## config.mk

```make
export PLATFORM = sky130hd
export DESIGN_NAME = alu_result_display
export DESIGN_NICKNAME = d
export VERILOG_FILES = /design/src/rtl/alu_result_display.sv
export SDC_FILE = /design/constraint.sdc
export NUM_CORES = 1
export LEC_CHECK = 0
export CORE_MARGIN = 3
export CORE_UTILIZATION = 60
export CTS_CLUSTER_DIAMETER = 60
export DETAILED_ROUTE_END_ITERATION = 16
export HOLD_SLACK_MARGIN = 0.1
export PLACE_DENSITY = 0.89
export SLEW_MARGIN = 20
export SYNTH_ARGS = -nofsm -noshare
export SYNTH_HDL_FRONTEND = slang
export SYNTH_SLANG_ARGS = --single-unit
```

## constraint.sdc

```tcl
create_clock -name clk -period 3.7 [get_ports clk]
set_input_delay 0.555 -clock clk [delete_from_list [all_inputs] [get_ports clk]]
set_output_delay 0.555 -clock clk [all_outputs]
set_load 0.005 [all_outputs]
```

## src/rtl/alu_result_display.sv

```systemverilog
// rtl/alu_result_display.sv - ALU result to 4-digit seven-segment display, sequential double-dabble BCD or hex.
module alu_result_display #(
  parameter int REFRESH_DIV = 100000
) (
  input  logic       clk,
  input  logic       rst_n,
  input  logic [7:0] alu_result,
  input  logic       alu_carry,
  input  logic       hex_mode,
  output logic [6:0] seg,
  output logic       dp,
  output logic [3:0] an,
  output logic       busy
);

  localparam int CW = $clog2(REFRESH_DIV);
  localparam logic [CW-1:0] REF_LAST = CW'(REFRESH_DIV - 1);
  localparam logic [4:0] BLANK = 5'h10;

  typedef enum logic [1:0] {S_IDLE, S_CONV, S_COMMIT} state_t;

  state_t          state_q, state_d;
  logic [2:0]      cnt_q, cnt_d;
  logic [7:0]      bin_q, bin_d;
  logic [7:0]      res_q, res_d;
  logic [11:0]     bcd_q, bcd_d;
  logic            carry_q, carry_d;
  logic            hexm_q, hexm_d;
  logic [3:0][4:0] dig_q, dig_d;
  logic            disp_hex_q, disp_hex_d;
  logic            valid_q, valid_d;
  logic [CW-1:0]   ref_q, ref_d;
  logic [1:0]      idx_q, idx_d;
  logic [6:0]      seg_q, seg_d;
  logic            dp_q, dp_d;
  logic [3:0]      an_q, an_d;
  logic            busy_q, busy_d;
  logic [11:0]     adj;

  // Digit code: bit 4 set means blank, otherwise bits 3:0 select the glyph.
  function automatic logic [6:0] seg_code(input logic [4:0] d);
    logic [6:0] s;
    s = 7'h7F;
    if (!d[4]) begin
      case (d[3:0])
        4'h0: s = 7'b1000000;
        4'h1: s = 7'b1111001;
        4'h2: s = 7'b0100100;
        4'h3: s = 7'b0110000;
        4'h4: s = 7'b0011001;
        4'h5: s = 7'b0010010;
        4'h6: s = 7'b0000010;
        4'h7: s = 7'b1111000;
        4'h8: s = 7'b0000000;
        4'h9: s = 7'b0010000;
        4'hA: s = 7'b0001000;
        4'hB: s = 7'b0000011;
        4'hC: s = 7'b1000110;
        4'hD: s = 7'b0100001;
        4'hE: s = 7'b0000110;
        default: s = 7'b0001110;
      endcase
    end
    return s;
  endfunction

  always_comb begin
    state_d    = state_q;
    cnt_d      = cnt_q;
    bin_d      = bin_q;
    res_d      = res_q;
    bcd_d      = bcd_q;
    carry_d    = carry_q;
    hexm_d     = hexm_q;
    dig_d      = dig_q;
    disp_hex_d = disp_hex_q;
    valid_d    = valid_q;

    adj = bcd_q;
    for (int i = 0; i < 3; i++) begin
      if (bcd_q[4*i +: 4] >= 4'd5) adj[4*i +: 4] = bcd_q[4*i +: 4] + 4'd3;
    end

    case (state_q)
      S_IDLE: begin
        res_d   = alu_result;
        bin_d   = alu_result;
        carry_d = alu_carry;
        hexm_d  = hex_mode;
        bcd_d   = '0;
        cnt_d   = '0;
        state_d = S_CONV;
      end
      S_CONV: begin
        bcd_d = {adj[10:0], bin_q[7]};
        bin_d = {bin_q[6:0], 1'b0};
        cnt_d = cnt_q + 3'd1;
        if (cnt_q == 3'd7) state_d = S_COMMIT;
      end
      S_COMMIT: begin
        dig_d[3]   = carry_q ? 5'h01 : BLANK;
        disp_hex_d = hexm_q;
        if (hexm_q) begin
          dig_d[2] = BLANK;
          dig_d[1] = {1'b0, res_q[7:4]};
          dig_d[0] = {1'b0, res_q[3:0]};
        end else begin
          dig_d[2] = (bcd_q[11:8] == 4'd0) ? BLANK : {1'b0, bcd_q[11:8]};
          dig_d[1] = (bcd_q[11:4] == 8'd0) ? BLANK : {1'b0, bcd_q[7:4]};
          dig_d[0] = {1'b0, bcd_q[3:0]};
        end
        valid_d = 1'b1;
        state_d = S_IDLE;
      end
      default: state_d = S_IDLE;
    endcase

    ref_d = (ref_q == REF_LAST) ? '0 : ref_q + CW'(1);
    idx_d = (ref_q == REF_LAST) ? idx_q + 2'd1 : idx_q;

    // Outputs follow next-state index and digits so a wrap landing on COMMIT shows fresh data.
    an_d   = valid_d ? ~(4'b0001 << idx_d) : 4'hF;
    seg_d  = valid_d ? seg_code(dig_d[idx_d]) : 7'h7F;
    dp_d   = ~(valid_d & disp_hex_d & (idx_d == 2'd0));
    busy_d = (state_d == S_CONV);
  end

  always_ff @(posedge clk or negedge rst_n) begin
    if (!rst_n) begin
      state_q    <= S_IDLE;
      cnt_q      <= '0;
      bin_q      <= '0;
      res_q      <= '0;
      bcd_q      <= '0;
      carry_q    <= 1'b0;
      hexm_q     <= 1'b0;
      dig_q      <= '0;
      disp_hex_q <= 1'b0;
      valid_q    <= 1'b0;
      ref_q      <= '0;
      idx_q      <= '0;
      seg_q      <= 7'h7F;
      dp_q       <= 1'b1;
      an_q       <= 4'hF;
      busy_q     <= 1'b0;
    end else begin
      state_q    <= state_d;
      cnt_q      <= cnt_d;
      bin_q      <= bin_d;
      res_q      <= res_d;
      bcd_q      <= bcd_d;
      carry_q    <= carry_d;
      hexm_q     <= hexm_d;
      dig_q      <= dig_d;
      disp_hex_q <= disp_hex_d;
      valid_q    <= valid_d;
      ref_q      <= ref_d;
      idx_q      <= idx_d;
      seg_q      <= seg_d;
      dp_q       <= dp_d;
      an_q       <= an_d;
      busy_q     <= busy_d;
    end
  end

  assign seg  = seg_q;
  assign dp   = dp_q;
  assign an   = an_q;
  assign busy = busy_q;

endmodule
```

==> flow_summary.json, run 1 <==
{
  "status": "complete, no violations",
  "synth_area_sq_um": 4561,
  "placeableCoreArea_sq_um": 7331,
  "cts_root_buffer": "clkbuf_8",
  "dr.pass1.iters": 5,
  "post-route-period-util_pct": 91.79,
  "crit_end": "seg[0]",
  "synth_top_area_share_pct": 42.25,
  "cts_max_path_buffers": 2,
  "synth_fa_ha_area_share_pct": 4.115,
  "nNetsFinal": 489,
  "cp_slowest_cell": "or4_4",
  "synth-edff-count": 0,
  "vias": 3296,
  "wire_per_inst_microns": 16.21,
  "period_minus_slack_ps": 3396,
  "cts_resized": 0,
  "power.density_nw_per_um2": 459.0,
  "ctsHoldBuffers": 0,
  "setup_tns_ps": 0,
  "p_total_mw": 2.311,
  "synth_cells": 443,
  "ctsHtreeMaxLevel": 3,
  "io_buffers": 24,
  "ir_worst_vdd_uv": 288.8,
  "fill_cells": 556,
  "hold_ws_ps": 287.0,
  "drc_errors": 0,
  "synthArstFlopShare_pct": 100.0,
  "crit_arrival_ps": 3670,
  "tightest_slew_ps": 841.9,
  "cts_setup_buffers": 0,
  "worstPathMaxFanout": 12,
  "slew_headroom_pct": 43.35,
  "ys.flop_type": "dfrtp_1",
  "antenna_found_initial": 0,
  "reg2reg_to": "seg[0]",
  "place.gp.congestion": 0.9148,
  "synth_compound_area_share_pct": 11.33,
  "row_count": 31,
  "rsz0062_at_grt": "no",
  "layout-drive-gt1-share_pct": 15.42,
  "setup_viol": 0,
  "die_h_microns": 93.19,
  "ant_nets": 0,
  "routed_wl_microns": 9177,
  "synth-simple-area-share_pct": 17.59,
  "hold_violations": 0,
  "pin_count": 25,
  "grt_max_degree": 68,
  "reg2reg_slack_ps": 300,
  "drv_slew": 0,
  "power.leakage_nw": 2.219,
  "synth_commonest_cells": "dfrtp_1 (77), nand2_1 (49), o21ai_0 (34)",
  "grt-ovfl-total": 0,
  "crit_chain": "or4b_4, or4_4, o21ai_0, o21ai_0, a221o_1, ha_1, or4_1, a2bb2oi_2",
  "die-area_sq_um": 8683,
  "synth_area_leaders": "dfrtp_1 (42%), dfstp_2 (6.9%), mux2_2 (5.4%), ha_1 (4.1%), nand2_1 (4.0%)",
  "maxCapViolations": 0,
  "synth_top_family_by_area": "simple AND/OR/NAND/NOR gates",
  "skew_ps": 10.58,
  "viasPerCell": 5.823,
  "cts_tree": "yes",
  "initial_utilization_pct": 62.21,
  "grt_pass1_vias": 3361,
  "crit_path_start_kind": "register",
  "dp_hpwl_microns": 6701,
  "synth_top_area_cell": "dfrtp_1",
  "yosysMostFrequentCell": "dfrtp_1",
  "drt-initial-drc-count": 158,
  "grt_pass1_wl_microns": 15770,
  "num_antenna_cells": 0,
  "clk_pin_slew_ps": 90,
  "synth-seq-cells": 89,
  "crit_path_end_kind": "register",
  "critPathMostFrequentCell": "o21ai_0",
  "fmax_mhz": 294.4,
  "synth_xor_area_share_pct": 4.198,
  "critPathRequiredTime_ps": 3970,
  "synth.area.mux_share_pct": 9.163,
  "yosys_warnings": 0,
  "critPathKind": "reg -> reg",
  "yosysUniqueCellTypes": 65,
  "cp_slowest_stage_delay_ps": 660,
  "reg2reg_from": "ref_q[13]",
  "area_delta_synth_final_pct": 10.40,
  "cts_buffers": 9,
  "track_usage_pct": 22.84,
  "hold_class": "in -> async",
  "die_w_microns": 93.19,
  "clk_latency_ps": 350,
  "yosysSeqAreaShare_pct": 49.16,
  "r2r_cells": 8,
  "clkSinkCount": 89,
  "syn_nets": 470,
  "critPathLaunch": "ref_q[13]",
  "avgSynthCellArea_sq_um": 10.29
}
layer usage:
metal / global-route usage (%) / vias to the layer above / wire length [microns]
li1: - / 1586 / -
met1: 28.69 / 1617 / 3892
met2: 40.01 / 79 / 4801
met3: 4.827 / 14 / 347
met4: 6.227 / 0 / 136
met5: 0 / - / 0
layout make-up:
type                       instances  area, sq um  share of cell area (%)
clock buffer                      12        165.2                   3.280
timing repair buffer              30        282.8                   5.616
tap                               99        123.9                   2.460
clock inverter                     4        26.28                  0.5219
inverter                          21        78.83                   1.566
sequential                        89         2242                   44.53
multi-input combinational        311         2116                   42.02
layout by cell type (no fill, tap or decap), types with 2 or more instances in the layout:
cell	n
buf_4	7
and3_1	3
a211oi_1	2
nand3_1	13
and2_1	5
nor2_1	30
clkinv_2	2
clkdlybuf4s50_1	23
xor2_1	9
or2_2	2
nand4_1	4
nand2b_1	7
dfstp_2	12
a21oi_1	20
dfrtp_1	77
o21ai_0	34
o22ai_1	3
xnor2_1	11
mux2i_1	17
nor4bb_1	2
inv_1	20
ha_1	15
a22o_1	2
o31ai_1	2
o2111ai_1	2
o221ai_1	5
nor4_1	4
nor2b_1	5
or3b_2	2
or3_1	3
nand2_1	49
clkbuf_8	12
mux2_2	22
nor3_1	8
nor3b_1	3
critical path: cells and delay by family, from the launching register on:
kind,cells,cell delay (ps)
adder cells (fa/ha/maj),1,300
AND/OR/NAND/NOR,3,1800
flip-flops,1,430
AO/OA/AOI/OAI,4,790
logic make-up after synthesis:
| kind of cell | after synthesis |
|---|---|
| AND/OR/NAND/NOR | 153 |
| flip-flops | 89 |
| AO/OA/AOI/OAI | 83 |
| buffers and inverters | 43 |
| multiplexers | 39 |
| XOR/XNOR | 21 |
| adder cells (fa/ha/maj) | 15 |
power by group:
part | leakage, nW | switching (mW) | internal (mW)
Sequential | 1.12 | 0.0715 | 1.09
Clock | 0.0984 | 0.330 | 0.298
Combinational | 1.01 | 0.264 | 0.256
Total | 2.22 | 0.665 | 1.65
sequential cells by signal, indices dropped and copies added, names as in the netlist:
signal / flops
bin_q: 8
ref_q: 17
hexm_q: 1
disp_hex_q: 1
idx_q: 2
cnt_q: 3
state_q: 2
carry_q: 1
busy: 1
dig_q: 20
bcd_q: 12
an: 4
dp: 1
seg: 7
res_q: 8
valid_q: 1
through the flow:
step	setup WS (ps)	utilization, %	instances	area (sq um)
CTS	323.0	68.68	566	5035
global route	159.1	68.68	566	5035
floorplan	473.0	-	443	4561
finish	303.8	68.68	566	5035
global placement	430.8	66.07	550	4843
detailed placement	347.9	66.07	550	4843
worst min-delay path by stage:
| stage | to | start |
|---|---|---|
| 2_1_floorplan | bcd_q[0] | rst_n |
| 3_3_place_gp | disp_hex_q | disp_hex_q |
| 3_5_place_dp | disp_hex_q | disp_hex_q |
| 4_1_cts | ref_q[7] | rst_n |
| 5_1_grt | ref_q[15] | rst_n |
| 6_report | ref_q[15] | rst_n |
No activity file was read; power rests on OpenSTA's default activity.
==> inputs of run 2 (changes only) <==
GPL_ROUTABILITY_DRIVEN = 0   (was default)
==> run 2 against run 1 <==
  * Final area grew 0.47%
  * Clock-buffer cell count down 1
  * Combinational power is 1% higher
  * Wire length grew 0.89%
  * First-iteration DRC count rose by 72%
  * Worst hold slack worse by 74 ps
  * Highest routed layer unchanged
  * Register-to-register slack barely moved
  * Clock skew shrank 3.2 ps
  * Via count rose by 0.88%
  * Sequential cell count unchanged
==> flow_summary.json, run 2 (same netlist as run 1, synthesis figures left out) <==
{
  "routed_wl_microns": 9259,
  "ctsHtreeMaxLevel": 3,
  "cp.buffers_inverters": 0,
  "track_usage_pct": 23.52,
  "grt_pass1_vias": 3332,
  "die_w_microns": 93.19,
  "skew_ps": 7.339,
  "nNetsFinal": 491,
  "status": "complete, no violations",
  "num_antenna_cells": 0,
  "cp_slowest_stage_delay_ps": 650,
  "combPwrFrac_pct": 22.2,
  "power.leakage_nw": 2.227,
  "clk_pin_slew_ps": 90,
  "dr.pass1.iters": 4,
  "cp_top_family": "simple AND/OR/NAND/NOR gates",
  "dp_hpwl_microns": 6516,
  "slew_headroom_pct": 44.77,
  "critPathLaunch": "ref_q[13]",
  "dp_slack_ps": 330.5,
  "viasPerCell": 5.854,
  "wire_per_inst_microns": 16.30,
  "crit_path_end_kind": "register",
  "cp_slowest_cell": "or4_4",
  "largest_register_ffs": 20,
  "die-area_sq_um": 8683,
  "setup_tns_ps": 0,
  "power.density_nw_per_um2": 466.9,
  "drc_errors": 0,
  "period_minus_slack_ps": 3402,
  "switching_share_pct": 29.06,
  "placeableCoreArea_sq_um": 7331,
  "vias": 3325,
  "internal_power_mw": 1.676,
  "setup_viol": 0,
  "clk_latency_ps": 370,
  "io_buffers": 24,
  "antenna_found_initial": 0,
  "drv_slew": 0,
  "fmax_mhz": 294.0,
  "worstPathMaxFanout": 12,
  "grt-ovfl-total": 0,
  "stdcell_count": 568,
  "maxCapViolations": 0,
  "reg2reg_from": "ref_q[13]",
  "crit_arrival_ps": 3690,
  "grt_max_degree": 90,
  "rsz0062_at_grt": "no",
  "ant_nets": 0,
  "clkSinkCount": 89,
  "cts_root_buffer": "clkbuf_8",
  "tightest_slew_ps": 825.4,
  "layout_common_cells": "dfrtp_1 (77), nand2_1 (49), o21ai_0 (34), nor2_1 (30), clkdlybuf4s50_1 (23)",
  "regMostFlops": "dig_q",
  "dp_cells": 552,
  "drt-initial-drc-count": 271,
  "die_h_microns": 93.19,
  "critPathMostFrequentCell": "o21ai_0",
  "cts_resized": 0,
  "layout-drive-gt1-share_pct": 15.57,
  "hold_violations": 0,
  "pin_count": 25,
  "setup_ws_ps": 298.4,
  "crit_path_start_kind": "register",
  "cts_max_path_buffers": 2,
  "ir_worst_vdd_uv": 296.5,
  "cts_tree": "yes",
  "grt_pass1_wl_microns": 15970,
  "hold_class": "in -> async",
  "top_regs": "dig_q: 20 flops, ref_q: 17 flops, bcd_q: 12 flops",
  "clock_power_share_pct": 28.6,
  "p_sw_mw": 0.6863,
  "ctsHoldBuffers": 0,
  "area_delta_synth_final_pct": 10.92,
  "cts_setup_buffers": 0,
  "critPathKind": "reg -> reg",
  "post-route-period-util_pct": 91.93,
  "critPathRequiredTime_ps": 3990,
  "final_common_cell": "dfrtp_1",
  "crit_chain": "or4b_4, or4_4, o21ai_0, o21ai_0, a221o_1, ha_1, or4_1, a2bb2oi_2",
  "row_count": 31,
  "seqPwrFrac_pct": 49.2,
  "initial_utilization_pct": 62.21,
  "cts_buffers": 9
}
-- run 2: cell types whose count changed in the layout (fill, tap and decap cells not counted) --
cell / delta
buf_4: +1
buf_6: +1
bufinv_16: +1
clkbuf_1: +1
clkbuf_8: -2
clkinv_4: -1
clkinvlp_4: +1
-- run 2: path summary, 6_finish.rpt --
path                              to  slack [ps]  depth (start not counted)
min                        ref_q[11]         210                          1
max in group asynchronous  ref_q[16]        2920                          1
min reg2reg                 bin_q[2]         490                          2
min in group clk            bin_q[2]         490                          2
max                           seg[0]         300                          8
max reg2reg                   seg[0]         300                          8
-- run 2: power groups by stage --
stage	clock network [mW]	registers [mW]	logic (mW)
after floorplan	0	1.16	0.347
after global placement	0	1.17	0.491
after detailed placement	0	1.18	0.515
after CTS	0.678	1.16	0.524
after global routing	0.717	1.18	0.589
final	0.676	1.16	0.524
-- run 2: area by class of cell --
| cell class | count | area (sq um) |
|---|---|---|
| Timing Repair Buffer | 32 | 301.5 |
| Clock inverter | 5 | 55.05 |
| Tap cell | 99 | 123.9 |
| Multi-Input combinational cell | 311 | 2116 |
| Clock buffer | 11 | 141.4 |
| Fill cell | 519 | 2272 |
| Sequential cell | 89 | 2242 |
| Inverter | 21 | 78.83 |
-- run 2: per-layer routing --
layer	vias up	GRT usage [%]	wire, microns	share of wire, %
met5	-	0	0	0
met4	0	12.33	272	2.9
met3	22	3.540	345	3.7
met2	97	38.21	4636	50
met1	1612	30.57	4003	43
li1	1594	-	-	-
-- run 2: metrics by stage --
stage / power, mW / cell area (sq um) / hold slack, ps / utilization, %
after floorplan: 1.510 / 4561 / 259.4 / -
after global placement: 1.663 / 4858 / 461.9 / 66.27
after detailed placement: 1.695 / 4858 / 473.7 / 66.27
after CTS: 2.363 / 5055 / 430.8 / 68.95
after global routing: 2.482 / 5059 / 302.1 / 69.00
final: 2.362 / 5059 / 213.2 / 69.00
==> inputs of run 3 (changes only) <==
REMOVE_ABC_BUFFERS = 1   (was default)
==> run 3 against run 2 <==
  * Clock power down 0.9%
  * Combinational power increased by 2%
  * Critical path depth is 2 higher
  * Clock skew rose by 6.6 ps
  * Via count up 4.0%
  * Register-to-register slack better by 40 ps
  * Global-route usage up 1.2 points
  * Sequential power about the same
  * Non-clock buffer count is 1 higher
  * Final area barely moved
  * Critical path type unchanged
==> flow_summary.json, run 3 (same netlist as run 1, synthesis figures left out) <==
{
  "wire_per_inst_microns": 17.13,
  "setup_viol": 0,
  "crit_path_end_kind": "register",
  "critPathLaunch": "ref_q[13]",
  "cts_root_buffer": "clkbuf_8",
  "drt-initial-drc-count": 258,
  "die_h_microns": 93.19,
  "tightest_slew_ps": 950.2,
  "slew_headroom_pct": 36.42,
  "fill_cells": 503,
  "antenna_found_initial": 0,
  "skew_ps": 13.93,
  "cts_buffers": 9,
  "num_antenna_cells": 0,
  "crit_arrival_ps": 3630,
  "dp_hpwl_microns": 6601,
  "ant_nets": 0,
  "power.density_nw_per_um2": 468.7,
  "use_met3_pct": 4.747,
  "layout-drive-gt1-share_pct": 15.74,
  "top_usage_layer": "met2",
  "use_met1_pct": 31.75,
  "cts_tree": "yes",
  "hold_class": "in -> async",
  "ctsHtreeMaxLevel": 3,
  "reg2reg_to": "seg[6]",
  "routed_wl_microns": 9745,
  "grt-ovfl-total": 0,
  "cts_setup_buffers": 0,
  "r2r_cells": 10,
  "worstPathMaxFanout": 12,
  "grt_pass1_vias": 3514,
  "grt_max_degree": 90,
  "hold_violations": 0,
  "reg2reg_slack_ps": 340,
  "layout_common_cells": "dfrtp_1 (77), nand2_1 (49), o21ai_0 (34), nor2_1 (30), clkdlybuf4s50_1 (23)",
  "cts_resized": 0,
  "final_common_cell": "dfrtp_1",
  "critPathKind": "reg -> reg",
  "status": "complete, no violations",
  "critPathRequiredTime_ps": 3980,
  "ctsHoldBuffers": 0,
  "placeableCoreArea_sq_um": 7331,
  "dr.pass1.iters": 5,
  "die_w_microns": 93.19,
  "maxCapViolations": 0,
  "nNetsFinal": 492,
  "crit_path_start_kind": "register",
  "cts_max_path_buffers": 2,
  "largest_register_ffs": 20,
  "viasPerCell": 6.076,
  "row_count": 31,
  "initial_utilization_pct": 62.21,
  "die-area_sq_um": 8683,
  "drv_slew": 0,
  "area_delta_synth_final_pct": 11.00,
  "reg2reg_from": "ref_q[13]",
  "period_minus_slack_ps": 3358,
  "rsz0062_at_grt": "no",
  "drc_errors": 0,
  "grt_pass1_wl_microns": 16820,
  "stdcell_count": 569,
  "clk_pin_slew_ps": 90,
  "regMostFlops": "dig_q",
  "track_usage_pct": 24.72,
  "power.leakage_nw": 2.233,
  "grt_util_met2_pct": 41.45,
  "top_regs": "dig_q: 20 flops, ref_q: 17 flops, bcd_q: 12 flops",
  "fmax_mhz": 297.8,
  "ir_worst_vdd_uv": 369.8,
  "crit_end": "seg[6]",
  "clkSinkCount": 89,
  "post-route-period-util_pct": 90.76,
  "pin_count": 25,
  "io_buffers": 24,
  "setup_tns_ps": 0,
  "vias": 3457,
  "dp_cells": 553,
  "clk_latency_ps": 370
}
run 3: cell types whose count changed in the layout (fill, tap and decap cells not counted):
| cell | before | now |
|---|---|---|
| buf_4 | 8 | 9 |
| clkbuf_8 | 10 | 9 |
| clkinvlp_4 | 2 | 1 |
| inv_6 | 0 | 2 |
run 3: per-layer routing:
metal  wire, microns  part of all wire, %
met5               0                    0
met4             312                  3.2
met3             383                  3.9
met2            4871                   50
met1            4177                   43
run 3: through the flow:
step | worst slack, ps | area [sq um] | hold WS [ps] | power [mW] | utilization (%)
after detailed placement | 384.9 | 4866 | 466.7 | 1.702 | 66.38
after CTS | 368.9 | 5059 | 416.8 | 2.375 | 69.00
after global placement | 431.0 | 4866 | 460.0 | 1.662 | 66.38
after floorplan | 83.71 | 4437 | 259.4 | 1.502 | -
final | 341.8 | 5062 | 231.7 | 2.373 | 69.06
after global routing | 131.7 | 5062 | 293.2 | 2.495 | 69.06
run 3: worst min path at each step:
stage          cells past startpoint  slack (ps)   endpoint
5_1_grt                            1         290   ref_q[2]
3_3_place_gp                       2         460  dig_q[16]
6_report                           1         230   ref_q[2]
4_1_cts                            1         420   ref_q[2]
2_1_floorplan                      0         260   bcd_q[0]
3_5_place_dp                       2         470  dig_q[16]
run 3: worst max-delay path, stage by stage (launching register included):
cell and delay [ps]:
dfrtp_1 420, or4b_4 580, or4_4 650, o21ai_0 180, o21ai_0 100, a221o_1 360, inv_1 160, ha_1 230
a21boi_0 300, a21oi_1 100, o221ai_1 200
run 3: area by class of cell:
type	count	area, sq um	share of cell area [%]
sequential	89	2242	44.29
multi-input combinational	311	2116	41.79
timing repair buffer	33	309.0	6.105
clock buffer	10	127.6	2.521
tap	99	123.9	2.447
inverter	21	78.83	1.557
clock inverter	6	65.06	1.285
run 3: report_power, final:
group | internal (mW) | total [mW] | switching, mW | leakage (nW)
Combinational | 0.257 | 0.537 | 0.281 | 1.02
Clock | 0.315 | 0.670 | 0.355 | 0.0971
Sequential | 1.09 | 1.17 | 0.0741 | 1.12
